--- config.mk ---
export PLATFORM = sky130hd
export DESIGN_NAME = hazard_ctrl_unit
export DESIGN_NICKNAME = d
export VERILOG_FILES = /design/src/rtl/hazard_ctrl_unit.sv
export SDC_FILE = /design/constraint.sdc
export NUM_CORES = 1
export LEC_CHECK = 0
export BUFFER_PORTS_ARGS = -buffer_cell sky130_fd_sc_hd__buf_2
export CELL_PAD_IN_SITES_DETAIL_PLACEMENT = 1
export CELL_PAD_IN_SITES_GLOBAL_PLACEMENT = 2
export CORE_MARGIN = 1
export CORE_UTILIZATION = 16
export CTS_CLUSTER_DIAMETER = 30
export CTS_CLUSTER_SIZE = 20
export DETAILED_ROUTE_END_ITERATION = 8
export PLACE_DENSITY = 0.74
export SETUP_SLACK_MARGIN = 0.1
export SKIP_LAST_GASP = 1
export SYNTH_ARGS = -nofsm -noshare
export SYNTH_HDL_FRONTEND = slang
export SYNTH_SLANG_ARGS = --single-unit
--- constraint.sdc ---
create_clock -name clk -period 1.96 [get_ports clk]
set_clock_uncertainty 0.05 [all_clocks]
set_input_delay 0.392 -clock clk [delete_from_list [all_inputs] [get_ports clk]]
set_output_delay 0.392 -clock clk [all_outputs]
set_load 0.02 [all_outputs]
--- src/rtl/hazard_ctrl_unit.sv ---
// Pipeline hazard controller: forwarding selects, load-use stall, taken-branch flush, multi-cycle EX stall.
// Outputs are combinational from the current state and inputs, and are forced low while rst_n is asserted.
module hazard_ctrl_unit #(
    parameter int AW       = 6,
    parameter int NUM_SRC  = 2,
    parameter int MC_LAT   = 4,
    parameter int ZERO_REG = 1
) (
    input  logic                  clk,
    input  logic                  rst_n,
    input  logic [NUM_SRC*AW-1:0] src_id,
    input  logic [NUM_SRC*AW-1:0] src_ex,
    input  logic [AW-1:0]         rf_ex,
    input  logic                  we_ex,
    input  logic                  mem_rd_ex,
    input  logic                  mc_start_ex,
    input  logic                  branch_taken_ex,
    input  logic [AW-1:0]         rf_me,
    input  logic                  we_me,
    input  logic [AW-1:0]         rf_wb,
    input  logic                  we_wb,
    output logic [2*NUM_SRC-1:0]  fwd_sel,
    output logic                  stall_pc,
    output logic                  stall_ifid,
    output logic                  stall_idex,
    output logic                  bubble_ex,
    output logic                  bubble_me,
    output logic                  flush_ifid,
    output logic                  mc_busy
);
    localparam int CW = (MC_LAT > 1) ? $clog2(MC_LAT) : 1;
    localparam logic MC_EN = (MC_LAT > 1);

    typedef enum logic {IDLE, MC_WAIT} state_t;

    state_t        state_q;
    logic [CW-1:0] cnt_q;

    // A source matches a writer only if the writer is enabled and the register is not the hardwired zero.
    function automatic logic reg_hit(input logic [AW-1:0] src, input logic we, input logic [AW-1:0] dst);
        return we && (src == dst) && !((ZERO_REG != 0) && (src == '0));
    endfunction

    logic lu, mc_issue, mc_hold, mc_stall, br_act, lu_act, idle;

    always_comb begin
        fwd_sel = '0;
        lu      = 1'b0;
        for (int i = 0; i < NUM_SRC; i++) begin
            if (reg_hit(src_ex[i*AW +: AW], we_me, rf_me))
                fwd_sel[2*i +: 2] = 2'b01;
            else if (reg_hit(src_ex[i*AW +: AW], we_wb, rf_wb))
                fwd_sel[2*i +: 2] = 2'b10;
            if (reg_hit(src_id[i*AW +: AW], we_ex, rf_ex))
                lu = 1'b1;
        end
        lu      = lu & mem_rd_ex;
        fwd_sel = rst_n ? fwd_sel : '0;
    end

    assign idle     = (state_q == IDLE);
    assign mc_issue = idle && mc_start_ex && MC_EN;
    assign mc_hold  = (state_q == MC_WAIT) && (cnt_q != '0);
    assign mc_stall = mc_issue || mc_hold;
    // Multi-cycle stall outranks branch, which outranks load-use; both are silent outside IDLE.
    assign br_act   = idle && !mc_issue && branch_taken_ex;
    assign lu_act   = idle && !mc_issue && !branch_taken_ex && lu;

    assign stall_pc   = rst_n && (mc_stall || lu_act);
    assign stall_ifid = rst_n && (mc_stall || lu_act);
    assign stall_idex = rst_n && mc_stall;
    assign bubble_me  = rst_n && mc_stall;
    assign bubble_ex  = rst_n && (br_act || lu_act);
    assign flush_ifid = rst_n && br_act;
    assign mc_busy    = (state_q == MC_WAIT);

    always_ff @(posedge clk or negedge rst_n) begin
        if (!rst_n) begin
            state_q <= IDLE;
            cnt_q   <= '0;
        end else begin
            case (state_q)
                IDLE: begin
                    if (mc_issue) begin
                        state_q <= MC_WAIT;
                        cnt_q   <= CW'(MC_LAT - 2);
                    end
                end
                MC_WAIT: begin
                    if (cnt_q != '0)
                        cnt_q <= cnt_q - CW'(1);
                    else
                        state_q <= IDLE;
                end
                default: state_q <= IDLE;
            endcase
        end
    end
endmodule
==> qor.txt <==
Clock Pin Slew Worst Setup and Hold Paths: 30 ps
Die Wd: 67.3 um
Post-layout min period: 2180 ps
H-tree levels: 1
Io pins: 61
Overflow after GRT: 0
DRC viols: 0
Flop-to-flop setup slack: 640 ps
NumNets Final: 220
Dpl cell area: 1220 um2
Worst-Skew Late Latency: 220 ps
Failing checks: negative setup slack
Total Wirelength: 2880 um
Slowest stage delay, CP: 500 ps
DR vias: 955
Rel. slew slack: 82.8%
Std cell rows: 23
CTS tree: done
Crit-path slowest cell: or4_1
Final worst slack: -217 ps
# fillers: 518
VDD IR max: 0.170 mV
CP cell instances: buf_6, or4_1, o311ai_1, o22a_1, o21bai_1, buf_2
Placed Cells: 211
R2r startpoint: cnt_q[0]
Post-synth cell types: 24
MaxCap Viol Count: 0
Global routing met3 resource utilization: 3.21%
Design Area, Final: 1400 um2
Hold Slack: 31.1 ps
Max-slew violation count: 0
RR Endpoint: cnt_q[1]
Worst Path Class, Setup: in2out
GRT busiest layer: met2
Layout area overhead: 105%
Cells after synthesis: 83
Largest net degree at the start of global routing: 9
Detailed placement HPWL: 2640 um
#FFs+latches synth: 3
Period utilization: 111%
Final hold vios: 0
F_max: 459 MHz
Share of layout cells above drive strength 1: 60.1%
Routed vias/inst: 4.38
Met2 Use GR: 29.6%
Height of the chip: 67.3 um
Number of diodes: 0
Power per cell area: 573 nW/um2
Crit start category: primary input
Post-DRT Antenna Nets: 0
Register area share after synthesis: 11.0%
Status: complete, but fails checks
Per-cell routed wire length: 13.2 um
Num CTS Buffers: 3
CP endpoint kind: output pin
Die Area: 4540 um2
RSZ-0062 raised after global routing: true
Gpl congestion: 0.769
Syn avg cell area: 8.23 um2
Worst EP required: 1520 ps
Core area: 4060 um2
Endpoints failing setup: 7
Worst min path class: in2async
Vias in the first global route: 1097
Starting DRT DRC Count: 10
Largest cells by area after synthesis: xnor2_1 (46%), dfrtp_1 (11%), nand4_1 (5.5%), nand3_1 (3.7%), or4_1 (3.3%)
YS warnings: 0
Final cell count without fillers: 218
Initial antenna violation count: 0
I/O Buffers: 60
Mapped Nets: 134
Clock sink count: 3
CP arrival: 1730 ps
CTS max path bufs: 2
First-pass GRT wire length: 4550 um
Worst slew pin tran: 254 ps
Yosys top cell by area: xnor2_1
Total iterations of the first detailed-routing run: 3
Yosys top cell area share: 46.2%
LEAKAGE: 0.603 nW
Post-Syn Area: 683 um2
Initial Utilization: 16.8%
Root Driver: clkbuf_8
Largest fanout on the critical path: 2
GRT Overall Usage: 13.7%
Met1 usage: 11.9%
R2R depth: 4
critical path: cells and delay by family:
kind	cells	cell delay, ps
buf+inv	2	250
compound gates	3	600
simple gates	1	500
power by group:
| part | internal (W) | switching, W | total (W) |
|---|---|---|---|
| combinational | 0.000270 | 0.000242 | 0.000512 |
| sequential | 0.0000935 | 0.0000197 | 0.000113 |
| clock | 0.000139 | 0.0000397 | 0.000178 |
| total | 0.000502 | 0.000301 | 0.000803 |
state kept, by name, summed over array words and instances, names as in the netlist:
| name | cells |
|---|---|
| cnt_q | 2 |
| mc_busy | 1 |
layout by cell type, fill, tap and decap left out, types with 2 or more instances in the layout:
cell type	count
or4_4	2
buf_2	47
inv_1	2
and2_1	2
nand2_1	2
or4_1	2
nand3_1	5
nand4_1	6
nor3_4	3
buf_4	26
xnor2_1	36
dfrtp_1	3
buf_6	10
and2_4	2
clkbuf_8	3
cell usage after synthesis:
cell      count
buf_4         2
ha_1          1
o311ai_1      2
and2_1        3
inv_1         2
o22ai_1       1
nor2_1        2
o22a_1        1
mux2_2        1
a21oi_1       1
nand4_1       6
or4_1         3
and3_1        1
or4_4         1
a22oi_1       1
nor3_2        2
dfrtp_1       3
xnor2_1      36
nor3_1        2
o21bai_1      2
and2_2        1
nand3_1       5
nor4_1        2
nand2_1       2
worst max-delay path by stage:
stage,to,start
final,bubble_ex,rf_ex[1]
after global routing,bubble_ex,rf_ex[1]
after CTS,bubble_ex,rf_ex[1]
after detailed placement,bubble_ex,rf_ex[1]
after global placement,bubble_ex,rf_ex[1]
after floorplan,stall_pc,src_id[0]
per-stage QoR:
| stage | power, W | utilization [%] | setup WS [ps] | setup TNS, ps |
|---|---|---|---|---|
| 4_1_cts | 0.000809 | 34.2 | -227 | -859 |
| 6_report | 0.000803 | 34.5 | -217 | -816 |
| 2_1_floorplan | 0.000384 | - | -94.5 | -157 |
| 3_3_place_gp | 0.000538 | 30.2 | -215 | -1160 |
| 5_1_grt | 0.000868 | 34.5 | -262 | -1070 |
| 3_5_place_dp | 0.000560 | 30.2 | -246 | -1330 |
repair_timing:
item	in CTS	in global routing
hold buffers	0	0
setup endpoints to repair	9	9
setup buffers	3	0
gates resized for setup	23	3
cloned	0	0
pin swaps	7	2
routing by layer:
metal / wire length [um] / up-vias / part of all wire [%]
met2: 1640 / 55 / 57
li1: - / 467 / -
met3: 250 / 0 / 8.7
met5: 0 / - / 0
met1: 992 / 433 / 34
met4: 0 / 0 / 0
cell families (layout without fill, tap and decap cells):
| group | Yosys count | count (layout) | share of synthesized area [%] |
|---|---|---|---|
| xor+xnor | 36 | 36 | 46.2 |
| buf+inv | 4 | 89 | 3.30 |
| simple gates | 30 | 30 | 27.3 |
| flops | 3 | 3 | 11.0 |
| compound gates | 8 | 8 | 8.79 |
| fa+ha+maj | 1 | 1 | 1.83 |
| mux | 1 | 1 | 1.65 |
layout make-up:
type	instances	area (um2)	share of cell area [%]
clock buffer	4	45.0	3.21
inverter	2	7.51	0.536
multi-input combinational	76	668	47.7
sequential	3	75.1	5.36
tap	50	62.6	4.46
timing repair buffer	83	543	38.8
(Power assumes the default switching activity.)
